<file path="src/rtl/pc_unit.sv">
// pc_unit: KGP-RISC fetch-stage program counter with stall, a halt/resume FSM
// and an optional return-address stack, built only when PC_RAS_EN is defined.
module pc_unit #(
    parameter int                ADDR_W    = 32,
    parameter int                INC       = 4,
    parameter logic [ADDR_W-1:0] RESET_VEC = '0,
    parameter int                RAS_DEPTH = 8
) (
    input  logic              i_clock,
    input  logic              i_reset,
    input  logic              i_stall,
    input  logic              i_halt_req,
    input  logic              i_resume,
    input  logic              i_br_taken,
    input  logic [ADDR_W-1:0] i_br_target,
    input  logic              i_jmp,
    input  logic              i_call,
    input  logic              i_ret,
    input  logic [ADDR_W-1:0] i_jmp_target,
    output logic [ADDR_W-1:0] o_pc_out,
    output logic [ADDR_W-1:0] o_pc_next,
    output logic              o_running,
    output logic              o_ras_full,
    output logic              o_ras_empty,
    output logic              o_ras_err
);

    typedef enum logic {S_RUN, S_HALT} state_e;

    state_e            r_state;
    state_e            w_state_next;
    logic [ADDR_W-1:0] r_pc;
    logic [ADDR_W-1:0] w_pc_inc;
    logic [ADDR_W-1:0] w_pc_next;
    logic [ADDR_W-1:0] w_ret_target;
    logic              w_update;

    if (RAS_DEPTH < 2 || (RAS_DEPTH & (RAS_DEPTH - 1)) != 0) begin : g_bad_ras_depth
        $error("pc_unit: RAS_DEPTH must be a power of 2 and at least 2");
    end

    // Halt entry and exit edges both suppress the PC update.
    assign w_update = (r_state == S_RUN) && !i_stall && !i_halt_req;

    always_ff @(posedge i_clock or negedge i_reset) begin
        if (!i_reset) r_state <= S_RUN;
        else          r_state <= w_state_next;
    end

    // NOTE: combinational blocks assign every output a default first so no latch is inferred.
    always_comb begin
        w_state_next = r_state;
        case (r_state)
            S_RUN:   if (i_halt_req) w_state_next = S_HALT;
            S_HALT:  if (i_resume)   w_state_next = S_RUN;
            default: w_state_next = S_RUN;
        endcase
    end

    always_comb begin
        w_pc_inc  = r_pc + ADDR_W'(INC);
        w_pc_next = w_pc_inc;
        if (i_ret)                 w_pc_next = w_ret_target;
        else if (i_call || i_jmp)  w_pc_next = i_jmp_target;
        else if (i_br_taken)       w_pc_next = i_br_target;
    end

    // NOTE: sequential state uses non-blocking assignments so all registers see pre-edge values.
    always_ff @(posedge i_clock or negedge i_reset) begin
        if (!i_reset)      r_pc <= RESET_VEC;
        else if (w_update) r_pc <= w_pc_next;
    end

`ifdef PC_RAS_EN
    localparam int SP_W  = $clog2(RAS_DEPTH);
    localparam int CNT_W = $clog2(RAS_DEPTH + 1);

    logic [ADDR_W-1:0] r_ras [RAS_DEPTH];
    logic [SP_W-1:0]   r_sp;
    logic [CNT_W-1:0]  r_count;
    logic              r_ras_err;
    logic [SP_W-1:0]   w_top_idx;
    logic              w_ras_empty;
    logic              w_ras_full;

    // r_sp is the next write slot; once full it also indexes the oldest entry.
    assign w_top_idx    = r_sp - SP_W'(1);
    assign w_ras_empty  = (r_count == '0);
    assign w_ras_full   = (r_count == CNT_W'(RAS_DEPTH));
    assign w_ret_target = w_ras_empty ? i_jmp_target : r_ras[w_top_idx];

    // NOTE: the stack storage has no reset; r_count alone decides which entries are valid.
    always_ff @(posedge i_clock) begin
        if (w_update && i_call) begin
            if (i_ret && !w_ras_empty) r_ras[w_top_idx] <= w_pc_inc;
            else                       r_ras[r_sp]      <= w_pc_inc;
        end
    end

    always_ff @(posedge i_clock or negedge i_reset) begin
        if (!i_reset) begin
            r_sp      <= '0;
            r_count   <= '0;
            r_ras_err <= 1'b0;
        end else begin
            r_ras_err <= 1'b0;
            if (w_update) begin
                if (i_call && i_ret) begin
                    if (w_ras_empty) begin
                        r_sp    <= r_sp + SP_W'(1);
                        r_count <= CNT_W'(1);
                    end
                end else if (i_call) begin
                    r_sp <= r_sp + SP_W'(1);
                    if (w_ras_full) r_ras_err <= 1'b1;
                    else            r_count   <= r_count + CNT_W'(1);
                end else if (i_ret) begin
                    if (w_ras_empty) begin
                        r_ras_err <= 1'b1;
                    end else begin
                        r_sp    <= w_top_idx;
                        r_count <= r_count - CNT_W'(1);
                    end
                end
            end
        end
    end

    assign o_ras_full  = w_ras_full;
    assign o_ras_empty = w_ras_empty;
    assign o_ras_err   = r_ras_err;
`else
    assign w_ret_target = i_jmp_target;
    assign o_ras_full   = 1'b0;
    assign o_ras_empty  = 1'b1;
    assign o_ras_err    = 1'b0;
`endif

    assign o_pc_out  = r_pc;
    assign o_pc_next = w_pc_next;
    assign o_running = (r_state == S_RUN);

endmodule

</file>
<file path="config.mk">
export PLATFORM = sky130hd
export DESIGN_NAME = pc_unit
export DESIGN_NICKNAME = d
export VERILOG_FILES = /design/src/rtl/pc_unit.sv
export SDC_FILE = /design/constraint.sdc
export NUM_CORES = 1
export LEC_CHECK = 0
export ABC_AREA = 0
export CAP_MARGIN = 30
export CORE_ASPECT_RATIO = 0.8
export CORE_UTILIZATION = 35
export CTS_CLUSTER_SIZE = 25
export DETAILED_ROUTE_END_ITERATION = 10
export PLACE_DENSITY = 0.71
export SLEW_MARGIN = 40
export SYNTH_ARGS = -nofsm -noshare
export SYNTH_HDL_FRONTEND = slang
export SYNTH_SLANG_ARGS = --single-unit
</file>
<file path="constraint.sdc">
create_clock -name i_clock -period 2.7 [get_ports i_clock]
set_input_delay 0.54 -clock i_clock [delete_from_list [all_inputs] [get_ports i_clock]]
set_output_delay 0.54 -clock i_clock [all_outputs]
set_load 0.05 [all_outputs]
</file>
==> reports/metrics.csv, run 1 <==
stage;metric;value;unit
sta;finalSetupViolCount;8;
clock_network;clkTransAtPathRegs;0.08;ns
finish;layout_common_cells;101 x clkdlybuf4s50_1, 79 x buf_4, 42 x nand2_1;
run;maxCapViolations;0;
pwr;p_leak;2.38;nW
yosys;synth_top_cell_by_area;dfrtp_1;
placement;port_buffers;137;
yosys;synth_compound_area_share;26.1;%
yosys;synth_mux_area_share;5.08;%
clock_network;cts_buffers;5;
placement;place.gp.congestion;0.847;
critical_path;crit_fanout;4;
yosys;async_flop_share;100;%
floorplanning;die_y;83.9;um
finish;final_util;72.6;%
sta;min_period;2.83;ns
sta;worst_slew_pin_slew;0.558;ns
clock_network;htree_levels;2;
grt;antenna_found_initial;0;
finish;diodes;0;
yosys;syn_area;2930;um2
sta;period_share;105;%
sta;rsz0062_at_grt;true;
clock_network;clockBufferDepth;2;
clock_network;root_buffer;clkbuf_8;
finish;areaGrowthSynthToFinish;98.7;%
grt;grt_overflow_total;0;
yosys;synthDistinctLibCells;56;
min_path;hold_path.class;input port to asynchronous set/reset pin;
pwr;irDropWorstVdd;0.513;mV
clock_network;cts_tree;done;
critical_path;start_kind;flip-flop;
floorplanning;die_x;104;um
outcome;violations;setup timing;
drt;vias;3787;
clock_network;insertion_delay;0.30;ns
grt;track_usage;26.5;%
floorplanning;ios;141;
yosys;avgSynthCellArea;7.65;um2
placement;postPlaceCellArea;5220;um2
finish;final_common_cell;clkdlybuf4s50_1;
yosys;yosys_warnings;0;
placement;hpwl;8.40;mm
drt;routed_via_density;5.45;
drt;wl;12.0;mm
grt;grt_max_degree;52;
finish;postLayoutCellArea;5830;um2
sta;hold_viol;0;
floorplanning;rows;29;
yosys;synth_ff_type;dfrtp_1;
floorplanning;coreArea;8020;um2
critical_path;required;2.16;ns
critical_path;critPathKind;flip-flop to output port;
sta;slew_headroom;62.4;%
drt;wl_per_cell;17.3;um
yosys;synth-edff-count;0;
yosys;seq_area_frac_synth;28.2;%
yosys;synth_area_leaders;dfrtp_1 28%, a21oi_1 7.3%, o21ai_0 6.0%;
sta;setup_ws;-0.134;ns
floorplanning;initial_utilization;36.6;%
pwr;cellPowerDensity;618;nW/um2
grt;grt_pass1_vias;3735;
finish;drive_above_1_share;37.1;%
drt;postRouteAntennaNets;0;
yosys;synthSimpleGateAreaFrac;27.3;%
critical_path;endpoint_kind;output port;
finish;nFillCells;605;
yosys;synth_top_family_by_area;simple AND/OR/NAND/NOR gates;
finish;finish.net_count;660;
grt;grt_pass1_wl;18.6;mm
drt;dr.pass1.iters;4;
sta;max_freq;0.353;GHz
yosys;synth_top_area_share;28.2;%
outcome;status;finished, violations left;
yosys;synthAdderAreaFrac;0.427;%
critical_path;critical_path_arrival;2.29;ns
sta;final.setup_skew;0.0122;ns
yosys;synthCells;383;
sta;slew_violations;0;
yosys;synth_seq_cells;33;
yosys;synthXorXnorAreaFrac;7.47;%
drt;drtIter0Drc;200;
clock_network;cts_sinks;33;
floorplanning;dieArea;8750;um2
drt;drc;0;
## report_power, final
group / total [mW] / internal (mW) / switching (mW)
Sequential: 0.920 / 0.649 / 0.271
Clock: 0.519 / 0.301 / 0.219
Combinational: 2.16 / 0.900 / 1.26
Total: 3.60 / 1.85 / 1.75
## flip-flops by register name (all words and copies together) (netlist names)
signal,count
o_pc_out,32
r_state,1
## layer usage
layer,wire [um],up-vias,GRT usage (%)
li1,-,1802,-
met1,5110,1787,34.9
met2,5790,177,44.1
met3,908,21,5.93
met4,194,0,6.23
met5,0,-,0
## synth_stat cells (3+ instances only)
library cell  number
a21o_1             9
nand4_1           10
o211ai_1           4
inv_1              7
o21a_1             3
nor4_4             3
nor2_1            23
o22a_1             3
buf_4              3
nand3_1           18
and3_1             8
a31o_2             3
xor2_1            10
dfrtp_1           33
clkbuf_1          24
xnor2_1           15
o21ai_0           35
mux2_2             7
a21oi_1           43
a31oi_1           14
nor3_1             7
nand2_1           43
mux2i_1            7
nand2b_1           3
or3_1             12
## cells by family after synthesis
kind of cell / after synthesis
muxes: 14
DFF: 33
and+or+nand+nor: 143
other: 2
adders and majority gates: 1
buffers and inverters: 37
AOI/OAI and AO/OA: 128
xor gates and xnor gates: 25
## critical path, cell delays in order (launching register included)
cell	delay, ns
dfrtp_2	0.39
ha_4	0.13
nand4_1	0.21
buf_4	0.22
or4_4	0.49
nor2_4	0.14
xnor2_2	0.09
a21oi_4	0.14
buf_6	0.17
## metrics by stage
stage / power, mW / hold WS [ns] / setup WS [ns] / setup TNS (ns) / std cells
after global placement: 2.89 / 0.515 / -0.187 / -3.22 / 660
after detailed placement: 2.92 / 0.530 / -0.210 / -3.76 / 660
final: 3.60 / 0.189 / -0.134 / -0.505 / 695
after CTS: 3.51 / 0.361 / -0.131 / -0.720 / 685
after floorplan: 2.13 / 0.244 / -0.376 / -3.75 / 384
after global routing: 3.75 / 0.235 / -0.231 / -1.81 / 695
## cell type report
class | instances | area, um2 | area share [%]
tap | 108 | 135 | 2.32
sequential | 33 | 848 | 14.6
timing repair buffer | 225 | 2320 | 39.9
clock buffer | 6 | 82.6 | 1.42
clock inverter | 2 | 37.5 | 0.644
inverter | 7 | 26.3 | 0.451
multi-input combinational | 314 | 2370 | 40.7
## repair_timing
| action | CTS | global route |
|---|---|---|
| buffers inserted | 15 | 11 |
| gates resized for setup | 38 | 26 |
| endpoints found under the setup margin | 32 | 21 |
| hold buffers | 0 | 0 |
| pin swaps | 7 | 18 |
| cloned | 2 | 0 |
| endpoints found under the hold margin | 0 | 0 |
## path summary, 6_finish.rpt
path,startpoint,endpoint,cells after the start,slack (ns)
max,o_pc_out[3],o_pc_next[16],8,-0.13
min,i_reset,o_pc_out[28],1,0.19
max reg2reg,o_pc_out[3],o_pc_out[14],8,0.53
min in group i_clock,r_state,r_state,1,0.54
min reg2reg,r_state,r_state,1,0.54
max in group asynchronous,i_reset,o_pc_out[22],1,2.13
Power figures use the tool's default switching activity.
==> inputs of run 2 (changes only) <==
CTS_BUF_LIST = sky130_fd_sc_hd__clkbuf_8   (was default)
==> results of run 2 <==
No change in the layout: final DEF, timing and power equal those of run 1.
